===== src/rtl/riscv_ifetch_pkg.sv =====
// Shared fetch-stage types: FSM state encoding and the canonical NOP word.
// Optional misaligned-redirect support is selected by RISCV_IFETCH_MISALIGN_EN.
package riscv_ifetch_pkg;

   typedef enum logic [1:0] {
      BOOT  = 2'd0,
      FETCH = 2'd1,
      HALT  = 2'd2
   } ifetch_state_t;

   localparam logic [31:0] INST_NOP = 32'h0000_0013;

endpackage


===== src/rtl/riscv_ifetch_fifo.sv =====
// Prefetch FIFO of {pc, inst}, DEPTH entries; head visible the cycle after push.
// Push is refused only when full without a simultaneous pop; flush empties it.
module riscv_ifetch_fifo #(
   parameter  int XLEN  = 32,
   parameter  int DEPTH = 4,
   localparam int AW    = $clog2(DEPTH),
   localparam int CW    = $clog2(DEPTH + 1)
) (
   input  logic            clk,
   input  logic            x_reset,
   input  logic            push,
   input  logic [XLEN-1:0] push_pc,
   input  logic [31:0]     push_inst,
   input  logic            pop,
   input  logic            flush,
   output logic [CW-1:0]   count,
   output logic [XLEN-1:0] rd_pc,
   output logic [31:0]     rd_inst
);

   logic [XLEN-1:0] pc_mem   [DEPTH];
   logic [31:0]     inst_mem [DEPTH];
   logic [AW-1:0]   wr_ptr;
   logic [AW-1:0]   rd_ptr;
   logic            do_push;
   logic            do_pop;

   assign do_pop  = pop && (count != '0);
   assign do_push = push && ((count != CW'(DEPTH)) || do_pop);

   always_ff @(posedge clk or negedge x_reset) begin
      if (!x_reset) begin
         wr_ptr <= '0;
         rd_ptr <= '0;
         count  <= '0;
      end else if (flush) begin
         wr_ptr <= '0;
         rd_ptr <= '0;
         count  <= '0;
      end else begin
         if (do_push) wr_ptr <= wr_ptr + 1'b1;
         if (do_pop)  rd_ptr <= rd_ptr + 1'b1;
         count <= count + CW'(do_push) - CW'(do_pop);
      end
   end

   // Storage needs no reset: entries are only observed through count.
   always_ff @(posedge clk) begin
      if (do_push && !flush) begin
         pc_mem[wr_ptr]   <= push_pc;
         inst_mem[wr_ptr] <= push_inst;
      end
   end

   assign rd_pc   = pc_mem[rd_ptr];
   assign rd_inst = inst_mem[rd_ptr];

endmodule


===== src/rtl/riscv_ifetch.sv =====
// Instruction-fetch front end: pipelined imem requests, in-order responses, prefetch FIFO.
// Optional macro RISCV_IFETCH_MISALIGN_EN adds inst_misalign and a HALT state.
module riscv_ifetch
   import riscv_ifetch_pkg::*;
#(
   parameter int              XLEN     = 32,
   parameter int              DEPTH    = 4,
   parameter logic [XLEN-1:0] RESET_PC = '0
) (
   input  logic            clk,
   input  logic            x_reset,
   input  logic            redirect_valid,
   input  logic [XLEN-1:0] redirect_pc,
   output logic            imem_req_valid,
   input  logic            imem_req_ready,
   output logic [XLEN-1:0] imem_req_addr,
   input  logic            imem_rsp_valid,
   input  logic [31:0]     imem_rsp_data,
   output logic            inst_valid,
   input  logic            inst_ready,
   output logic [31:0]     inst_data,
   output logic [XLEN-1:0] inst_pc,
   output logic [XLEN-1:0] inst_pc_plus4
`ifdef RISCV_IFETCH_MISALIGN_EN
   ,
   output logic            inst_misalign
`endif
);

   localparam int CW = $clog2(DEPTH + 1);
   localparam int SW = CW + 2;

   ifetch_state_t   state;
   logic [XLEN-1:0] fetch_pc;
   logic [XLEN-1:0] resp_pc;
   logic [XLEN-1:0] redir_pc;
   logic [CW-1:0]   inflight;
   logic [CW-1:0]   drop_cnt;
   logic [CW-1:0]   fifo_count;
   logic [SW-1:0]   credit_used;
   logic [XLEN-1:0] fifo_pc;
   logic [31:0]     fifo_inst;
   logic            req_fire;
   logic            rsp_keep;
   logic            rsp_drop;
   logic            fifo_pop;

`ifdef RISCV_IFETCH_MISALIGN_EN
   logic            misalign;
   logic [XLEN-1:0] halt_pc;
   assign misalign = (redirect_pc[1:0] != 2'b00);
   assign redir_pc = redirect_pc;
`else
   assign redir_pc = redirect_pc & ~XLEN'(3);
`endif

   // Every slot is either in the FIFO, awaited, or owed to a flushed request.
   assign credit_used    = SW'(fifo_count) + SW'(inflight) + SW'(drop_cnt);
   assign imem_req_valid = (state == FETCH) && (credit_used < SW'(DEPTH)) && !redirect_valid;
   assign imem_req_addr  = fetch_pc;
   assign req_fire       = imem_req_valid && imem_req_ready;
   assign rsp_keep       = imem_rsp_valid && (drop_cnt == '0) && !redirect_valid;
   assign rsp_drop       = imem_rsp_valid && (drop_cnt != '0);
   assign fifo_pop       = inst_ready && (state != HALT);

   always_ff @(posedge clk or negedge x_reset) begin
      if (!x_reset) begin
         state    <= BOOT;
         fetch_pc <= RESET_PC;
         resp_pc  <= RESET_PC;
         inflight <= '0;
         drop_cnt <= '0;
`ifdef RISCV_IFETCH_MISALIGN_EN
         halt_pc  <= '0;
`endif
      end else if (redirect_valid) begin
         fetch_pc <= redir_pc;
         resp_pc  <= redir_pc;
         inflight <= '0;
         drop_cnt <= drop_cnt + inflight - CW'(imem_rsp_valid);
`ifdef RISCV_IFETCH_MISALIGN_EN
         halt_pc  <= redirect_pc;
         state    <= misalign ? HALT : FETCH;
`else
         state    <= FETCH;
`endif
      end else begin
         if (state == BOOT) state <= FETCH;
         if (req_fire) fetch_pc <= fetch_pc + XLEN'(4);
         if (rsp_keep) resp_pc <= resp_pc + XLEN'(4);
         if (rsp_drop) drop_cnt <= drop_cnt - 1'b1;
         inflight <= inflight + CW'(req_fire) - CW'(rsp_keep);
      end
   end

   riscv_ifetch_fifo #(
      .XLEN  (XLEN),
      .DEPTH (DEPTH)
   ) u_fifo (
      .clk       (clk),
      .x_reset   (x_reset),
      .push      (rsp_keep),
      .push_pc   (resp_pc),
      .push_inst (imem_rsp_data),
      .pop       (fifo_pop),
      .flush     (redirect_valid),
      .count     (fifo_count),
      .rd_pc     (fifo_pc),
      .rd_inst   (fifo_inst)
   );

   always_comb begin
      inst_valid = (fifo_count != '0);
      inst_data  = inst_valid ? fifo_inst : '0;
      inst_pc    = inst_valid ? fifo_pc : '0;
`ifdef RISCV_IFETCH_MISALIGN_EN
      inst_misalign = 1'b0;
      if (state == HALT) begin
         inst_valid    = 1'b1;
         inst_data     = '0;
         inst_pc       = halt_pc;
         inst_misalign = 1'b1;
      end
`endif
      inst_pc_plus4 = inst_valid ? (inst_pc + XLEN'(4)) : '0;
   end

endmodule


===== config.mk =====
export PLATFORM = sky130hd
export DESIGN_NAME = riscv_ifetch
export DESIGN_NICKNAME = d
export VERILOG_FILES = /design/src/rtl/riscv_ifetch_pkg.sv /design/src/rtl/riscv_ifetch_fifo.sv /design/src/rtl/riscv_ifetch.sv
export SDC_FILE = /design/constraint.sdc
export NUM_CORES = 1
export LEC_CHECK = 0
export ABC_CLOCK_PERIOD_IN_PS = 9000
export BUFFER_PORTS_ARGS = -buffer_cell sky130_fd_sc_hd__buf_2
export CAP_MARGIN = 20
export CORE_MARGIN = 2
export CORE_UTILIZATION = 55
export CTS_CLUSTER_DIAMETER = 150
export DETAILED_ROUTE_END_ITERATION = 8
export GPL_TIMING_DRIVEN = 1
export PLACE_DENSITY = 0.77
export SYNTH_ARGS = -nofsm -noshare
export SYNTH_HDL_FRONTEND = slang
export SYNTH_SLANG_ARGS = --single-unit
export TNS_END_PERCENT = 10

===== constraint.sdc =====
create_clock -name clk -period 9 [get_ports clk]
set_clock_uncertainty 0.05 [all_clocks]
set_input_delay 2.25 -clock clk [delete_from_list [all_inputs] [get_ports clk]]
set_output_delay 2.25 -clock clk [all_outputs]
set_load 0.05 [all_outputs]

## Yosys cells after proc, flatten, opt, wreduce, memory -nomap -nowiden

Memory sizes are Yosys's and may differ from the RTL's.
Index checks and enable logic that the tools add are counted.

| operators by class | value |
|---|---|
| equality and inequality tests | 3 |
| add/subtract/negate cells | 14 |
| muxes and demuxes | 19 |
| $lt $le $gt $ge | 1 |
| reductions and logical operators | 22 |

Operators with widths:

| kind | count |
|---|---|
| $mux W32 | 7 |
| $add A32 B3 Y32 const B | 3 |
| $mux W2 | 6 |
| $mux W3 | 4 |
| $reduce_bool A2 Y1 | 6 |
| $logic_and A1 B1 Y1 | 10 |
| $sub A3 B1 Y3 | 3 |
| $add A3 B1 Y3 | 2 |
| $reduce_bool A3 Y1 | 2 |
| $add A4 B3 Y5 | 1 |
| $lt A5 B3 Y1 const B | 1 |
| $add A2 B1 Y2 const B | 2 |
| $add A3 B3 Y4 | 1 |
| $add A3 B3 Y3 | 1 |
| $logic_not A3 Y1 | 1 |
| $ne A3 B3 Y1 const B | 1 |
| $sub A3 B1 Y3 const B | 1 |
| $eq A2 B1 Y1 const B | 1 |
| $logic_not A2 Y1 | 1 |
| $mux W1 | 2 |
| $ne A2 B2 Y1 const B | 1 |
| $logic_not A1 Y1 | 1 |
| $logic_or A1 B1 Y1 | 1 |

| word-level totals | value |
|---|---|
| memories kept | 2 |
| output and inout bits | 130 |
| RAM bits | 256 |
| flip-flop bits (word level) | 79 |
| input bits | 70 |

Memories:

| name | depth | bits a word | read ports | clocked after memory_dff | write ports | RTL line | RTL |
|---|---|---|---|---|---|---|---|
| u_fifo.inst_mem | 4 | 32 | 1 | 0 | 1 | riscv_ifetch_fifo.sv:22 | `logic [31:0] inst_mem [DEPTH];` |
| u_fifo.pc_mem | 4 | 32 | 1 | 0 | 1 | riscv_ifetch_fifo.sv:21 | `logic [XLEN-1:0] pc_mem [DEPTH];` |

## Longest topological paths before layout

Gate-level depths: netlist (run 1).

| logic depth | value |
|---|---|
| depth after elaboration | 9 |
| depth in mapped cells | 17 |

## By module

A second synthesis (run 1) with hierarchy kept.

| second synthesis, totals | value |
|---|---|
| cells, all modules | 1,009 |
| area total of the unflattened synthesis | 14,893.0 um^2 |

Modules (own cells, without submodules):

| module | cells an instance | area an instance (um^2) | instances | seq. area each (um^2) |
|---|---|---|---|---|
| riscv_ifetch_fifo | 377 | 9,685.5 | 1 | 7,862.5 |
| riscv_ifetch | 632 | 5,207.5 | 1 | 1,676.6 |

## Worst setup path after synthesis (run 1)

No wires, ideal clock.

| timing | value |
|---|---|
| path kind | reg2out |
| start point | register u_fifo.count[1] |
| end point | output port inst_pc_plus4[24] |
| buffers on the path | 2 |
| setup slack | 2.722 ns |
| arrival | 3.978 ns |
| cell stages (with the launch flop) | 12 |
| path through | dfrtp_1 > nor3_1 > inv_1 > buf_2 > clkbuf_1 > and2_1 > ha_1 > nand4_4 > nor3_4 > nand3_1 > or3_1 > a21oi_1 |

| between the ends | value |
|---|---|
| cells in the longest elaborated chain, start to end | 4 |

Ends and longest elaborated chain:

| what | RTL line | RTL |
|---|---|---|
| start, declared | riscv_ifetch_fifo.sv:16 | `output logic [CW-1:0] count,` |
| start signal, assigned | riscv_ifetch_fifo.sv:43 | `count <= count + CW'(do_push) - CW'(do_pop);` |
| $reduce_bool A3 Y1 | riscv_ifetch.sv:113 | `inst_valid = (fifo_count != '0);` |
| via inst_valid | riscv_ifetch.sv:19 | `output logic inst_valid,` |
| $mux W32 | riscv_ifetch.sv:115 | `inst_pc = inst_valid ? fifo_pc : '0;` |
| via inst_pc[2] | riscv_ifetch.sv:22 | `output logic [XLEN-1:0] inst_pc,` |
| $add A32 B3 Y32 | riscv_ifetch.sv:125 | `inst_pc_plus4 = inst_valid ? (inst_pc + XLEN'(4)) : '0;` |
| $mux W32 | riscv_ifetch.sv:125 |  |
| end, declared | riscv_ifetch.sv:23 | `output logic [XLEN-1:0] inst_pc_plus4` |

The timed path passes the listed nets, and every way through them passes these cells.

## Final worst setup path (run 1)

| timing | value |
|---|---|
| start point | register u_fifo.count[0] |
| end point | output port inst_pc_plus4[24] |

| between the ends | value |
|---|---|
| cells in the longest elaborated chain, start to end | 4 |

Ends and longest elaborated chain:

| what | RTL line |
|---|---|
| $reduce_bool A3 Y1 (*) | riscv_ifetch.sv:113 |
| $mux W32 | riscv_ifetch.sv:115 |
| $add A32 B3 Y32 | riscv_ifetch.sv:125 |
| $mux W32 (*) | riscv_ifetch.sv:125 |

Mark *: on every way between the ends. The rest lies on a longest branch, timed or not.

==> results_dict.tcl, run 1 <==
set metrics [dict create \
    cpLargestDelayFamily "simple AND/OR/NAND/NOR gates" \
    synthXorXnorAreaFrac_pct 4.30 \
    holdBufCountCts 0 \
    cp-end-kind "output port" \
    drive_above_1_share_pct 27.7 \
    synthToLayoutAreaGrowth_pct 15.8 \
    tightestPinTransition_ns 1.05 \
    whs_path_depth 1 \
    synth_compound_area_share_pct 3.45 \
    cts_sinks 322 \
    synth_top_cell_area_share_pct 51.5 \
    htree_levels 1 \
    wl_um 30300 \
    diodes 0 \
    tns_ns 0 \
    global_route.usage.met3_pct 3.10 \
    syn_area_sq_um 14500 \
    hold_violations 0 \
    reg2reg_depth 14 \
    synth_top_family_by_area "simple AND/OR/NAND/NOR gates" \
    dr_total_vias 8859 \
    hold_class "reg -> reg" \
    muxShareOfSynthArea_pct 10.8 \
    gp_congestion 0.877 \
    routed_via_density 5.80 \
    crit_path_frequent_cell "buf_4" \
    port_buffers 191 \
    gr-usage-met1_pct 31.9 \
    seq_power_share_pct 34.0 \
    synth_top_area_cell "edfxtp_1" \
    comb_power_share_pct 41.5 \
    cts_tree "yes" \
    post_cts_resized 0 \
    p_sw_w 0.00228 \
    cp_max_fo 38 \
    die_x_um 166 \
    cp_slowest_cell "nor3_4" \
    nFillCells 1873 \
    synthTopCellsByArea "edfxtp_1, dfrtp_1, mux4_2, and2_1, xor2_1" \
    switching_share_pct 42.2 \
    clock_power_share_pct 24.5 \
    wl_per_cell_um 19.9 \
    drv_cap 0 \
    path_class "reg -> out" \
    path_cells "nor3_2 > buf_4 > inv_2 > buf_4 > and2_1 > ha_1 > nand4_4 > nor3_4 > nand3_1 > or3_1 > a21oi_1 > buf_2" \
    fp.dieH_um 166 \
    grtUsageTotal_pct 22.1 \
    cts_setup_buffers 0 \
    io_pins 200 \
    fin_crit_ns 6.60 \
    dp.cells 1471 \
    overflow 0 \
    ys_ff_latch 322 \
    clkTransAtPathRegs_ns 0.07 \
    drtIter0Drc 931 \
    start_util_pct 55.8 \
    cp_data_arrival_time_ns 4.30 \
    die_area_sq_um 27600 \
    antenna_found_initial 0 \
    internal_power_w 0.00313 \
    numCtsBuffers 31 \
    status "finished clean" \
    ys_types 52 \
    synth_flop_cell "edfxtp_1" \
    drcViolationCount 0 \
    ys_seq_area_share_pct 64.3 \
    syn-instance-count 980 \
    power_density_nw_per_um2 324 \
    slew_viol_final 0 \
    clock_latency_ns 0.56 \
    row_count 59 \
    synthArstFlopShare_pct 23.0 \
    required_ns 6.70 \
    grt_use_met2_pct 36.2 \
    maxSlewHeadroom_pct 29.9 \
    mostFrequentLayoutCell "edfxtp_1" \
    power.leakage_nw 6.27 \
    synth_warnings 0 \
    rsz0062_at_grt "no" \
    cpPeakStageDelay_ns 0.50 \
    dpl.hpwl_um 19000 \
    final_cell_mix "edfxtp_1, buf_2, dfrtp_1" \
    synthSimpleGateAreaFrac_pct 12.3 \
    start_kind "flop" \
    syn-mean-instance-area_sq_um 14.8 \
    synth_edf_count 248 \
    synth_fa_ha_area_share_pct 2.47 \
    vdd_drop_max_mv 0.268 \
    drtPass1Iterations 5 \
    grt_pass1_vias 8989 \
    drtAntennaViolNets 0 \
    grt_pass1_wl_um 48700 \
    final_cells 1527 \
    grt_max_degree 75 \
    busiest_layer "met2" \
    core_area_sq_um 25900 \
    setup_violations 0 \
    nets 1264 \
    cp_num_cells 12 \
    crit_buf_inv 4 \
    cts_root_buf "clkbuf_16" \
    clockBufferDepth 3 \
    fmax_ghz 0.151 \
    finalCritPeriodShare_pct 73.4 \
]
==> synthesized netlist by cell type (2+ instances only) <==
cell type / n
nand4b_1: 3
o21a_1: 2
mux2_2: 10
nor2b_1: 5
clkbuf_1: 29
o311ai_0: 8
buf_1: 2
mux2i_1: 5
a21oi_1: 14
o211ai_1: 10
nand3_1: 39
nor4_1: 3
xnor2_1: 26
edfxtp_1: 248
or3_1: 6
dfrtp_1: 74
mux4_2: 62
ha_1: 19
nand2_1: 69
buf_2: 9
xor2_1: 45
nand4_1: 23
nand4_4: 2
and3_1: 25
inv_1: 25
and2_1: 69
fa_1: 6
conb_1: 2
a31oi_1: 3
and4_1: 10
buf_4: 8
nor2_1: 54
o21ai_0: 41
nor3_1: 3
buf_6: 2
or4_1: 2
nor3b_1: 2
==> registers in the layout, summed over array words and instances (netlist names) <==
| name | cells |
|---|---|
| u_fifo.inst_mem | 128 |
| u_fifo.pc_mem | 120 |
| imem_req_addr | 30 |
| resp_pc | 30 |
| drop_cnt | 3 |
| inflight | 3 |
| u_fifo.count | 3 |
| u_fifo.rd_ptr | 2 |
| u_fifo.wr_ptr | 2 |
| state | 1 |
==> power by group through the flow <==
stage               logic, W  clock network (W)  registers (W)
global route         0.00239            0.00141        0.00186
global placement     0.00224                  0        0.00187
detailed placement   0.00226                  0        0.00187
CTS                  0.00227            0.00135        0.00184
finish               0.00225            0.00133        0.00184
floorplan            0.00174                  0        0.00187
==> stage by stage <==
stage / total power, W / setup WS, ns / cell area (sq um) / hold WS [ns] / util, %
6_report: 0.00542 / 2.40 / 16700 / 0.503 / 64.6
5_1_grt: 0.00566 / 1.95 / 16700 / 0.549 / 64.6
4_1_cts: 0.00547 / 2.31 / 16700 / 0.513 / 64.6
3_5_place_dp: 0.00413 / 2.92 / 15700 / 0.487 / 60.6
3_3_place_gp: 0.00411 / 2.94 / 15700 / 0.479 / 60.6
2_1_floorplan: 0.00361 / 2.72 / 14500 / 0.445 / -
==> cell type report <==
class / count / area, sq um / share of cell area (%)
Clock buffer: 39 / 806 / 4.81
Timing Repair Buffer: 201 / 1030 / 6.16
Inverter: 27 / 101 / 0.605
Sequential cell: 322 / 9300 / 55.6
Multi-Input combinational cell: 586 / 4850 / 29.0
Clock inverter: 17 / 233 / 1.39
Tap cell: 335 / 419 / 2.50
==> cell families (layout without fill, tap and decap cells) <==
kind of cell / after synthesis / after routing
XOR/XNOR: 71 / 71
multiplexers: 77 / 77
other: 2 / 7
AO/OA/AOI/OAI: 83 / 83
AND/OR/NAND/NOR: 323 / 323
flip-flops: 322 / 322
adder cells (fa/ha/maj): 25 / 25
buffers and inverters: 77 / 284
==> routing by layer <==
layer | vias to the layer above | share of wire, %
met5 | - | 0
met4 | 0 | 1.7
met3 | 49 | 7.3
met2 | 377 | 48
met1 | 4388 | 43
li1 | 4045 | -
==> path summary, 6_finish.rpt <==
kind | from | endpoint | slack, ns
worst min-delay path | u_fifo.wr_ptr[0] | u_fifo.wr_ptr[0] | 0.50
worst max register to register | u_fifo.count[1] | inflight[2] | 4.76
min in group asynchronous | x_reset | imem_req_addr[26] | 1.86
worst min register to register | u_fifo.wr_ptr[0] | u_fifo.wr_ptr[0] | 0.50
worst max-delay path | u_fifo.count[0] | inst_pc_plus4[24] | 2.40
max in group asynchronous | x_reset | u_fifo.rd_ptr[0] | 6.31
Note: power is estimated with default switching activity, not from simulation.
==> run 2, diff against run 1 <==
--- a/config.mk
+++ b/config.mk
@@ -5,15 +5,15 @@
 export SDC_FILE = /design/constraint.sdc
 export NUM_CORES = 1
 export LEC_CHECK = 0
-export ABC_CLOCK_PERIOD_IN_PS = 9000
+export ABC_CLOCK_PERIOD_IN_PS = 5400
 export BUFFER_PORTS_ARGS = -buffer_cell sky130_fd_sc_hd__buf_2
 export CAP_MARGIN = 20
 export CORE_MARGIN = 2
-export CORE_UTILIZATION = 55
+export CORE_UTILIZATION = 52
 export CTS_CLUSTER_DIAMETER = 150
 export DETAILED_ROUTE_END_ITERATION = 8
 export GPL_TIMING_DRIVEN = 1
-export PLACE_DENSITY = 0.77
+export PLACE_DENSITY = 0.76
 export SYNTH_ARGS = -nofsm -noshare
 export SYNTH_HDL_FRONTEND = slang
 export SYNTH_SLANG_ARGS = --single-unit
==> constraint.sdc (replaced) <==
create_clock -name clk -period 5.4 [get_ports clk]
set_clock_uncertainty 0.05 [all_clocks]
set_input_delay 1.35 -clock clk [delete_from_list [all_inputs] [get_ports clk]]
set_output_delay 1.35 -clock clk [all_outputs]
set_load 0.05 [all_outputs]
==> run 2 against run 1 <==
Compared with the run above:
- core utilization is 3.1 points lower
- highest routed layer unchanged
- non-clock buffer count is 11 higher
- sequential power is 64% higher
- flip-flop and latch count stayed put
- global-route usage is 0.45 points lower
==> results_dict.tcl, run 2 (same netlist as run 1, synthesis figures left out) <==
set metrics [dict create \
    status "finished clean" \
    row_count 61 \
    clock_power_share_pct 24.8 \
    cts_sinks 322 \
    fmax_ghz 0.195 \
    tns_ns 0 \
    cp-end-kind "output port" \
    path_class "reg -> out" \
    p_sw_w 0.00386 \
    fp.dieH_um 171 \
    htree_levels 1 \
    grtUsageTotal_pct 21.6 \
    vdd_drop_max_mv 0.330 \
    core_area_sq_um 27600 \
    die_area_sq_um 29200 \
    synthToLayoutAreaGrowth_pct 17.2 \
    r2r_slack_ns 1.57 \
    drv_cap 0 \
    clkTransAtPathRegs_ns 0.06 \
    io_pins 200 \
    routed_via_density 5.64 \
    drive_above_1_share_pct 29.0 \
    start_util_pct 52.5 \
    cts_root_buf "clkbuf_16" \
    rsz0062_at_grt "no" \
    wl_per_cell_um 19.6 \
    rr_startpoint "u_fifo.count[1]" \
    dp_slack_ns 0.709 \
    hold_class "reg -> reg" \
    r2r-end "inflight[2]" \
    diodes 0 \
    maxSlewHeadroom_pct 28.4 \
    path_cells "mux4_2 > and2_1 > ha_1 > nand4_4 > nor3_4 > nand3_1 > or3_1 > a21oi_1 > buf_2" \
    antenna_found_initial 0 \
    required_ns 4.00 \
    drtPass1Iterations 5 \
    largest_reg_flops 128 \
    reg2reg_depth 14 \
    final_cell_mix "edfxtp_1, buf_2, dfrtp_1" \
    final_cells 1583 \
    dpl_cell_area_sq_um 15800 \
    setup_violations 0 \
    mostFrequentLayoutCell "edfxtp_1" \
    switching_share_pct 42.2 \
    cp_data_arrival_time_ns 3.73 \
    post_cts_resized 0 \
    worstSetupEndpoint "inst_pc_plus4[24]" \
    crit_start "u_fifo.rd_ptr[0]" \
    internal_power_w 0.00529 \
    dp.cells 1524 \
    cts_tree "yes" \
    grt_pass1_wl_um 48500 \
    dpl.hpwl_um 20700 \
    clock_latency_ns 0.57 \
    comb_power_share_pct 42.1 \
    grt_max_degree 44 \
    cts_setup_buffers 0 \
    fin_crit_ns 5.13 \
    grt_pass1_vias 8775 \
    drtIter0Drc 756 \
    wl_um 31100 \
    regMostFlops "u_fifo.inst_mem" \
    fin_area_sq_um 17000 \
    cpPeakStageDelay_ns 0.63 \
    clockBufferDepth 3 \
    start_kind "flop" \
    numCtsBuffers 31 \
    seq_power_share_pct 33.0 \
    die_x_um 171 \
    cp_max_fo 16 \
    post-route-util_pct 61.5 \
    hold_violations 0 \
    power_density_nw_per_um2 540 \
    gp_congestion 0.867 \
    cp_slowest_cell "dfrtp_4" \
    port_buffers 191 \
    holdBufCountCts 0 \
    reg_top3 "u_fifo.inst_mem (128), u_fifo.pc_mem (120)" \
    overflow 0 \
    tightestPinTransition_ns 1.07 \
    drcViolationCount 0 \
    whs_path_depth 1 \
    nets 1275 \
    slew_viol_final 0 \
    nFillCells 2074 \
    dr_total_vias 8934 \
    layout_setup_ws_ns 0.267 \
    finalCritPeriodShare_pct 95.1 \
    drtAntennaViolNets 0 \
    power.leakage_nw 6.37 \
]
==> run 2: routing by layer <==
metal	wire [um]	vias to the layer above	GRT usage, %
li1	-	4062	-
met1	13800	4492	31.7
met2	14600	339	35.0
met3	2140	41	2.91
met4	495	0	4.91
met5	0	-	0
==> run 2: final cells by class <==
type	count	area, sq um	share of cell area, %
Clock buffer	41	875	5.16
Tap cell	378	473	2.79
Timing Repair Buffer	212	1140	6.72
Multi-Input combinational cell	586	4850	28.6
Sequential cell	322	9300	54.9
Inverter	27	101	0.598
Clock inverter	17	215	1.27
==> run 2: worst max-delay path, delay by kind of cell, from the launching register on <==
family                   cells  cell delay [ns]
AO/OA/AOI/OAI                1             0.15
buffers and inverters        1             0.28
AND/OR/NAND/NOR              5             1.45
multiplexers                 1             0.42
adder cells (fa/ha/maj)      1             0.24
flip-flops                   1             0.63
==> run 2: how the worst min path moves through the flow <==
stage | startpoint | end | slack [ns]
floorplan | resp_pc[31] | u_fifo.pc_mem[0][31] | 0.45
global placement | u_fifo.wr_ptr[0] | u_fifo.wr_ptr[0] | 0.48
detailed placement | imem_req_addr[20] | imem_req_addr[20] | 0.47
CTS | imem_req_addr[20] | imem_req_addr[20] | 0.49
global route | imem_req_addr[20] | imem_req_addr[20] | 0.50
finish | imem_req_addr[20] | imem_req_addr[20] | 0.50
==> run 2: through the flow <==
stage,power (W),hold WS [ns]
after detailed placement,0.00691,0.474
after global placement,0.00687,0.478
final,0.00915,0.496
after global routing,0.00958,0.505
after floorplan,0.00602,0.445
after CTS,0.00920,0.485
==> run 2: power groups by stage <==
stage          combinational (W)  clock, W  sequential (W)
3_3_place_gp             0.00379         0         0.00308
6_report                 0.00386   0.00227         0.00302
3_5_place_dp             0.00382         0         0.00309
4_1_cts                  0.00385   0.00231         0.00304
5_1_grt                  0.00412   0.00241         0.00305
2_1_floorplan            0.00291         0         0.00312
==> run 3, diff against run 2 <==
--- a/config.mk
+++ b/config.mk
@@ -5,15 +5,16 @@
 export SDC_FILE = /design/constraint.sdc
 export NUM_CORES = 1
 export LEC_CHECK = 0
+export ABC_AREA = 1
 export ABC_CLOCK_PERIOD_IN_PS = 5400
 export BUFFER_PORTS_ARGS = -buffer_cell sky130_fd_sc_hd__buf_2
 export CAP_MARGIN = 20
 export CORE_MARGIN = 2
-export CORE_UTILIZATION = 52
+export CORE_UTILIZATION = 53
 export CTS_CLUSTER_DIAMETER = 150
 export DETAILED_ROUTE_END_ITERATION = 8
 export GPL_TIMING_DRIVEN = 1
-export PLACE_DENSITY = 0.76
+export PLACE_DENSITY = 0.77
 export SYNTH_ARGS = -nofsm -noshare
 export SYNTH_HDL_FRONTEND = slang
 export SYNTH_SLANG_ARGS = --single-unit
==> run 3 against run 2 <==
Compared with the run above:
- maximum frequency is 2.3% higher
- via count grew 44%
- global-route usage up 3.0 points
- highest routed layer unchanged
- cell count rose by 49%
- first-iteration DRC count is 58% higher
- largest power group unchanged
- non-clock buffer count down 3
==> results_dict.tcl, run 3 <==
set metrics [dict create \
    vdd_drop_max_mv 0.396 \
    setup_violations 0 \
    synthArstFlopShare_pct 23.0 \
    ys_seq_area_share_pct 57.8 \
    cp_max_fo 57 \
    synth_flop_cell "edfxtp_1" \
    grt_pass1_wl_um 61500 \
    switching_share_pct 46.2 \
    power.leakage_nw 7.90 \
    crit_buf_inv 4 \
    grt_use_met2_pct 41.2 \
    final_cell_mix "nand2_1, nor2_1, edfxtp_1" \
    cp-end-kind "output port" \
    syn-instance-count 1769 \
    synth_top_cell_area_share_pct 46.3 \
    syn_area_sq_um 16100 \
    grt_max_degree 63 \
    cp_data_arrival_time_ns 3.62 \
    final_cells 2361 \
    layout_setup_ws_ns 0.383 \
    hold_class "reg -> reg" \
    drv_cap 0 \
    ys_ff_latch 322 \
    syn-mean-instance-area_sq_um 9.10 \
    path_cells "buf_4 > nand3_1 > nand2_1 > nand2_1 > inv_1 > ha_1 > nand3_1 > nor2_1 > nand3_1 > o21ai_1 > nand2_1 > inv_1 > buf_2" \
    diodes 0 \
    busiest_layer "met2" \
    row_count 63 \
    gp_congestion 0.921 \
    cts_tree "yes" \
    drtPass1Iterations 5 \
    start_util_pct 54.0 \
    gr-usage-met1_pct 33.8 \
    cpPeakStageDelay_ns 0.64 \
    drcViolationCount 0 \
    synth_edf_count 248 \
    die_area_sq_um 31800 \
    finalCritPeriodShare_pct 92.9 \
    grt_pass1_vias 12300 \
    holdBufCountCts 0 \
    overflow 0 \
    power_density_nw_per_um2 544 \
    htree_levels 2 \
    mostFrequentLayoutCell "nand2_1" \
    p_sw_w 0.00467 \
    dp.cells 2299 \
    slew_viol_final 0 \
    core_area_sq_um 29800 \
    totalPowerFinal_w 0.0101 \
    clockBufferDepth 3 \
    status "finished clean" \
    regMostFlops "u_fifo.inst_mem" \
    drtIter0Drc 1197 \
    reg_top3 "u_fifo.inst_mem (128), u_fifo.pc_mem (120)" \
    synth_warnings 0 \
    ys_types 40 \
    tightestPinTransition_ns 0.898 \
    maxSlewHeadroom_pct 40.0 \
    nets 2041 \
    cts_sinks 322 \
    post-route-util_pct 62.3 \
    rsz0062_at_grt "no" \
    drive_above_1_share_pct 15.5 \
    die_x_um 178 \
    internal_power_w 0.00543 \
    synthTopCellsByArea "edfxtp_1, dfrtp_1, nand2_1, nor2_1, nand3_1" \
    grtUsageTotal_pct 24.7 \
    antenna_found_initial 0 \
    port_buffers 191 \
    dpl.hpwl_um 25800 \
    clkTransAtPathRegs_ns 0.06 \
    wl_per_cell_um 16.5 \
    cp_slowest_cell "buf_4" \
    dp_slack_ns 0.828 \
    seq_power_share_pct 32.0 \
    comb_power_share_pct 43.9 \
    clock_latency_ns 0.51 \
    dr_total_vias 12900 \
    fp.dieH_um 178 \
    hold_violations 0 \
    fin_crit_ns 5.02 \
    wl_um 39100 \
    start_kind "flop" \
    yosys-top-cells-count "nand2_1, nor2_1, edfxtp_1" \
    fmax_ghz 0.199 \
    cpLargestDelayFamily "simple AND/OR/NAND/NOR gates" \
    cts_root_buf "clkbuf_16" \
    required_ns 4.00 \
    clock_power_share_pct 24.1 \
    tns_ns 0 \
    numCtsBuffers 34 \
    global_route.usage.met3_pct 3.58 \
    largest_reg_flops 128 \
    synthToLayoutAreaGrowth_pct 15.4 \
    drtAntennaViolNets 0 \
    cts_setup_buffers 0 \
    path_class "reg -> out" \
    post-synth-top-count-cell "nand2_1" \
    synth_top_area_cell "edfxtp_1" \
    routed_via_density 5.45 \
    io_pins 200 \
]
[run 3: layout make-up]
| cell class | instances | area (sq um) |
|---|---|---|
| multi-input combinational | 1230 | 5880 |
| sequential | 322 | 9300 |
| inverter | 149 | 576 |
| clock buffer | 38 | 866 |
| clock inverter | 23 | 312 |
| tap | 390 | 488 |
| timing repair buffer | 209 | 1150 |
| fill | 2441 | 11200 |
[run 3: what timing repair did]
action                     CTS  global route
resized for setup            0             2
setup endpoints to repair    0             2
hold endpoints to repair     0             0
[run 3: kinds of logic after synthesis]
kind of cell               share of synthesized area (%)
other                                             0.0467
DFF                                                 57.8
adders and majority gates                           2.22
AOI/OAI and AO/OA                                   5.83
xor gates and xnor gates                            2.67
buffers and inverters                               6.02
and+or+nand+nor                                     25.4
[run 3: power groups by stage]
stage	registers [W]	clock network (W)	logic, W
global placement	0.00326	0	0.00435
finish	0.00324	0.00244	0.00443
floorplan	0.00337	0	0.00326
global route	0.00327	0.00256	0.00478
detailed placement	0.00327	0	0.00441
CTS	0.00322	0.00246	0.00443
[run 3: worst register-to-register path, delay by kind of cell, from the launching register on]
| family | cells | cell delay, ns |
|---|---|---|
| adder cells (fa/ha/maj) | 2 | 0.94 |
| buffers and inverters | 3 | 1.01 |
| AO/OA/AOI/OAI | 3 | 0.63 |
| flip-flops | 1 | 0.42 |
| AND/OR/NAND/NOR | 3 | 0.61 |
[run 3: worst paths after layout]
path,end,cells past startpoint,slack (ns),start
max,inst_pc_plus4[30],13,0.38,u_fifo.rd_ptr[1]
min,imem_req_addr[31],2,0.48,imem_req_addr[31]
max reg2reg,imem_req_addr[4],11,1.60,inflight[1]
min reg2reg,imem_req_addr[31],2,0.48,imem_req_addr[31]
max in group asynchronous,drop_cnt[1],2,4.04,x_reset
min in group asynchronous,imem_req_addr[26],1,0.63,x_reset
[run 3: per-stage QoR]
stage	instance area (sq um)	hold WS, ns
2_1_floorplan	16100	0.446
3_3_place_gp	17400	0.452
3_5_place_dp	17400	0.463
4_1_cts	18600	0.476
5_1_grt	18600	0.492
6_report	18600	0.482
[run 3: metal layers]
metal  part of all wire, %  wire (um)
met3                   8.4       3290
met4                   2.3        895
met1                    42      16600
met2                    47      18300
met5                     0          0
